--- config.mk ---
export PLATFORM = sky130hd
export DESIGN_NAME = mcycle_unit
export DESIGN_NICKNAME = d
export VERILOG_FILES = /design/src/rtl/mcycle_unit.sv
export SDC_FILE = /design/constraint.sdc
export NUM_CORES = 1
export LEC_CHECK = 0
export ABC_CLOCK_PERIOD_IN_PS = 14350
export CELL_PAD_IN_SITES_DETAIL_PLACEMENT = 0
export CELL_PAD_IN_SITES_GLOBAL_PLACEMENT = 2
export CORE_ASPECT_RATIO = 1.4
export CORE_MARGIN = 4
export CORE_UTILIZATION = 39
export CTS_CLUSTER_SIZE = 10
export DETAILED_ROUTE_END_ITERATION = 6
export PLACE_DENSITY_LB_ADDON = 0.05
export SETUP_SLACK_MARGIN = 0.3
export SLEW_MARGIN = 20
export SYNTH_ARGS = -nofsm -noshare
export SYNTH_HDL_FRONTEND = slang
export SYNTH_SLANG_ARGS = --single-unit
--- constraint.sdc ---
create_clock -name CLK -period 14.35 [get_ports CLK]
set_input_delay 2.87 -clock CLK [delete_from_list [all_inputs] [get_ports CLK]]
set_output_delay 2.87 -clock CLK [all_outputs]
set_load 0.02 [all_outputs]
--- src/rtl/mcycle_unit.sv ---
// Iterative multiply/divide unit for the execute stage.
// Multiplies by shift-add and divides by restoring shift-subtract, one bit per
// cycle, working on operand magnitudes and fixing signs in the last cycle.
// Busy stalls the pipeline from the request cycle until the DONE cycle.
module mcycle_unit #(
  parameter int WIDTH = 32
) (
  input  logic             CLK,
  input  logic             RESETn,
  input  logic             Start,
  input  logic [1:0]       MCycleOp,
  input  logic [WIDTH-1:0] Operand1,
  input  logic [WIDTH-1:0] Operand2,
  output logic [WIDTH-1:0] Result1,
  output logic [WIDTH-1:0] Result2,
  output logic             Busy,
  output logic             Done
);

  localparam int CW = $clog2(WIDTH + 1);

  typedef enum logic [1:0] {IDLE, COMPUTE, DONE} state_t;

  state_t             stateReg;
  logic [CW-1:0]      countReg;
  logic               isDivReg;     // 1 = divide, 0 = multiply
  logic               negLoReg;     // negate product / quotient at the end
  logic               negHiReg;     // negate remainder at the end
  logic               divZeroReg;   // divisor was zero when latched
  logic [WIDTH-1:0]   operandReg;   // multiplicand or divisor magnitude
  logic [WIDTH-1:0]   op1RawReg;    // dividend as presented, for divide by zero
  logic [WIDTH-1:0]   result1Reg;
  logic [WIDTH-1:0]   result2Reg;
  logic               doneReg;
  // Shared accumulator: multiply {partial product, multiplier};
  // divide {partial remainder, dividend/quotient}.
  logic [2*WIDTH-1:0] accReg;
  logic [2*WIDTH-1:0] accNext;

  // Request-side operand conditioning (magnitudes and sign flags)
  logic             isSigned;
  logic             neg1;
  logic             neg2;
  logic [WIDTH-1:0] mag1;
  logic [WIDTH-1:0] mag2;

  assign isSigned = ~MCycleOp[1];
  assign neg1     = isSigned & Operand1[WIDTH-1];
  assign neg2     = isSigned & Operand2[WIDTH-1];
  assign mag1     = neg1 ? -Operand1 : Operand1;
  assign mag2     = neg2 ? -Operand2 : Operand2;

  // Datapath terms for one iteration
  logic [WIDTH:0] mulSum;
  logic [WIDTH:0] remShift;
  logic [WIDTH:0] divDiff;

  assign mulSum   = {1'b0, accReg[2*WIDTH-1:WIDTH]} + (accReg[0] ? {1'b0, operandReg} : '0);
  assign remShift = accReg[2*WIDTH-1:WIDTH-1];
  assign divDiff  = remShift - {1'b0, operandReg};

  // One shift-add or shift-subtract step of the accumulator
  always_comb begin
    if (!isDivReg) begin
      accNext = {mulSum, accReg[WIDTH-1:1]};
    end else if (!divDiff[WIDTH]) begin
      accNext = {divDiff[WIDTH-1:0], accReg[WIDTH-2:0], 1'b1};
    end else begin
      accNext = {accReg[2*WIDTH-2:0], 1'b0};
    end
  end

  // Final sign correction and divide-by-zero override applied to the last step
  logic [2*WIDTH-1:0] prodFinal;
  logic [WIDTH-1:0]   res1Next;
  logic [WIDTH-1:0]   res2Next;

  always_comb begin
    prodFinal = negLoReg ? -accNext : accNext;
    res1Next  = prodFinal[WIDTH-1:0];
    res2Next  = prodFinal[2*WIDTH-1:WIDTH];
    if (isDivReg) begin
      if (divZeroReg) begin
        res1Next = '1;
        res2Next = op1RawReg;
      end else begin
        res1Next = negLoReg ? -accNext[WIDTH-1:0] : accNext[WIDTH-1:0];
        res2Next = negHiReg ? -accNext[2*WIDTH-1:WIDTH] : accNext[2*WIDTH-1:WIDTH];
      end
    end
  end

  // Control FSM with registered results and Done pulse
  always_ff @(posedge CLK or negedge RESETn) begin
    if (!RESETn) begin
      stateReg   <= IDLE;
      countReg   <= '0;
      isDivReg   <= 1'b0;
      negLoReg   <= 1'b0;
      negHiReg   <= 1'b0;
      divZeroReg <= 1'b0;
      operandReg <= '0;
      op1RawReg  <= '0;
      accReg     <= '0;
      result1Reg <= '0;
      result2Reg <= '0;
      doneReg    <= 1'b0;
    end else begin
      case (stateReg)
        IDLE: begin
          doneReg <= 1'b0;
          if (Start) begin
            isDivReg   <= MCycleOp[0];
            negLoReg   <= neg1 ^ neg2;
            negHiReg   <= neg1;
            divZeroReg <= (Operand2 == '0);
            op1RawReg  <= Operand1;
            operandReg <= MCycleOp[0] ? mag2 : mag1;
            accReg     <= {{WIDTH{1'b0}}, (MCycleOp[0] ? mag1 : mag2)};
            countReg   <= '0;
            stateReg   <= COMPUTE;
          end
        end
        COMPUTE: begin
          accReg   <= accNext;
          countReg <= countReg + CW'(1);
          if (countReg == CW'(WIDTH - 1)) begin
            result1Reg <= res1Next;
            result2Reg <= res2Next;
            doneReg    <= 1'b1;
            stateReg   <= DONE;
          end
        end
        DONE: begin
          doneReg  <= 1'b0;
          stateReg <= IDLE;
        end
        default: begin
          doneReg  <= 1'b0;
          stateReg <= IDLE;
        end
      endcase
    end
  end

  // Stall covers the request cycle combinationally, then all of COMPUTE
  assign Busy    = (stateReg == COMPUTE) | ((stateReg == IDLE) & Start);
  assign Done    = doneReg;
  assign Result1 = result1Reg;
  assign Result2 = result2Reg;

endmodule

==> impl_metrics.ini <==
[clock_tree]
post_cts_resized = 0
postCtsSetupRepairBufs = 0
clk_latency_ns = 0.56
cts.reportedPaths.clkPinSlew_ns = 0.05
cts.sinks = 205
numCtsBuffers = 26
cts-htree-levels = 1
cts-root-buf = clkbuf_16
cts_hold_buf = 0
clk_path_buf_depth = 3
cts_tree = yes

[global_route]
grt_start_max_net_pins = 119
grt_pass1_vias = 18293
antenna_found_initial = 5
overflow = 0
grt_util_all_layers_pct = 30.6
grt_pass1_wl_microns = 118000

[power]
switching_share_pct = 53.6
p_leak_uw = 0.00847
p_clk_share_pct = 13.5
vdd_drop_max_v = 0.0000913
p_total_uw = 5070
comb_power_share_pct = 68.5
seq_power_share_pct = 18.0
switchingPower_uw = 2720
internal_power_uw = 2350
power.density_nw_per_um2 = 244

[placement]
numPortBuffers = 134
post-place-ws_ns = 6.96
gp_congestion = 0.963
dp.cells = 2955
dp_hpwl_microns = 59700

[logic_synthesis]
syn_inst = 2302
async_flop_share_pct = 100
synth-edff-count = 0
yosysSeqAreaShare_pct = 28.5
ys.flop_type = dfrtp_1
ys_types = 83
synth_seq_cells = 205
ys_warn_count = 0
syn_area_sq_um = 18000
syn-num-nets = 2442
synth.avg_cell_area_sq_um = 7.82

[critical_path]
start_kind = input port
crit_fanout = 4
rr_startpoint = accReg[31]$_DFFE_PN0P_
worst-endpoint-required_ns = 11.48
r2r-end = Result2[22]$_DFFE_PN0P_
rrSetupSlack_ns = 6.96
path_class = in2out
end_kind = output port
worstPathArrival_ns = 4.53
r2r_cells = 21

[cells_and_area]
n_fill_cell = 4618
layout_common_cells = nand2_1, nor2_1, dfrtp_1, o21ai_0, a21oi_1
area_growth_pct = 15.4
final_cell_count_no_fill = 2997
drive_above_1_share_pct = 6.50
layout_commonest_cell = nand2_1
nets = 2512

[run]
maxCapViolCount = 0

[timing]
maxSlewHeadroom_pct = 13.5
fin_skew_ns = 0.0107
whs_ns = 0.482
finalWorstSetupSlack_ns = 6.95
finalSetupViolations = 0
finalCritPeriodShare_pct = 51.6
tightest_slew_ns = 1.28
rsz0062_at_grt = no
hold_viol_final = 0
slew_violations = 0
fmax_mhz = 135
tns_ns = 0
min_period_ns = 7.40

[routing]
vias = 18197
route.detailed.drc = 0
wl_microns = 78300
drt_pass1_iterations = 6
avgViaCountPerCell = 6.07
ant_nets = 0
drt-wirelength-per-cell_microns = 26.1
first_iter_violations = 1584

[floorplanning]
num_rows = 92
coreArea_sq_um = 45400
ios = 135
die_h_microns = 262
die_w_microns = 190
initial_core_util_pct = 39.7
die_area_sq_um = 49700

[hold_path]
hp-class = reg2reg
worstHoldEndpoint = negHiReg$_DFFE_PN0P_
hp-start = negHiReg$_DFFE_PN0P_
hold_depth = 2

[status]
status = finished clean
logic make-up after synthesis:
kind of cell             share of synthesized area, %
multiplexers                                     5.81
buffers and inverters                            4.23
AND/OR/NAND/NOR                                  21.0
adder cells (fa/ha/maj)                          5.02
XOR/XNOR                                         9.29
AO/OA/AOI/OAI                                    26.1
flip-flops                                       28.5
sequential cells by signal, summed over array words and instances (netlist names):
| signal | cells |
|---|---|
| op1RawReg | 32 |
| Done | 1 |
| accReg | 64 |
| stateReg | 2 |
| isDivReg | 1 |
| Result2 | 32 |
| countReg | 6 |
| operandReg | 32 |
| Result1 | 32 |
| divZeroReg | 1 |
| negLoReg | 1 |
| negHiReg | 1 |
final cells by class:
| class | count | area, sq um | area share [%] |
|---|---|---|---|
| repair buffers | 166 | 1600 | 7.69 |
| well taps | 611 | 764 | 3.68 |
| flip-flops and latches | 205 | 5130 | 24.7 |
| clock inverters | 3 | 90.1 | 0.434 |
| clock buffers | 38 | 757 | 3.64 |
| inverters | 74 | 278 | 1.34 |
| diodes | 1 | 2.50 | 0.0120 |
| multi-input cells | 1899 | 12200 | 58.5 |
synthesized netlist by cell type (16+ instances only):
library cell / number / share of area (%)
clkbuf_1: 101 / 2.1
a31oi_1: 34 / 1.2
mux2i_1: 55 / 3.1
o221ai_1: 34 / 1.7
o31ai_1: 18 / 0.75
inv_1: 70 / 1.5
nand4_1: 24 / 0.83
mux2_2: 44 / 2.8
ha_1: 69 / 4.8
a21oi_1: 186 / 5.2
and2_1: 46 / 1.6
a211oi_1: 36 / 1.5
a22o_1: 21 / 1.0
and3_1: 16 / 0.56
xnor2_1: 117 / 5.7
dfrtp_1: 205 / 28
a21o_1: 41 / 1.7
xor2_1: 74 / 3.6
nor4_1: 31 / 1.1
nor3_1: 52 / 1.4
nand3_1: 36 / 1.0
nor2_1: 238 / 5.0
or3_1: 20 / 0.69
o21ai_0: 193 / 5.4
nand2_1: 258 / 5.4
o211ai_1: 31 / 1.3
how the worst max path moves through the flow:
stage	startpoint	slack [ns]	end	cells past startpoint
after floorplan	Start	8.02	Busy	3
after global placement	Start	6.98	Busy	4
after detailed placement	Start	6.96	Busy	4
after CTS	Start	6.95	Busy	4
after global routing	accReg[31]$_DFFE_PN0P_	6.62	Result2[22]$_DFFE_PN0P_	21
final	Start	6.95	Busy	4
power by group through the flow:
stage          combinational (uW)  clock, uW  sequential (uW)
2_1_floorplan                2350          0              837
3_3_place_gp                 3390          0              914
3_5_place_dp                 3390          0              922
4_1_cts                      3420        696              912
5_1_grt                      3740        717              937
6_report                     3470        683              915
worst max-delay path: stages:
cell and delay [ns]:
clkdlybuf4s50_1 0.64, o21bai_4 0.11, inv_1 0.24, clkdlybuf4s50_1 0.67
metal layers:
| layer | GRT usage (%) | wire length, microns |
|---|---|---|
| met1 | 37.0 | 30600 |
| met2 | 54.5 | 39600 |
| met3 | 3.52 | 4070 |
| met4 | 13.2 | 4070 |
| met5 | 0 | 0 |
through the flow:
stage | area [sq um] | utilization (%)
after floorplan | 18000 | -
after global placement | 19900 | 43.9
after detailed placement | 19900 | 43.9
after CTS | 20800 | 45.8
after global routing | 20800 | 45.8
final | 20800 | 45.8
(Power assumes the default switching activity.)
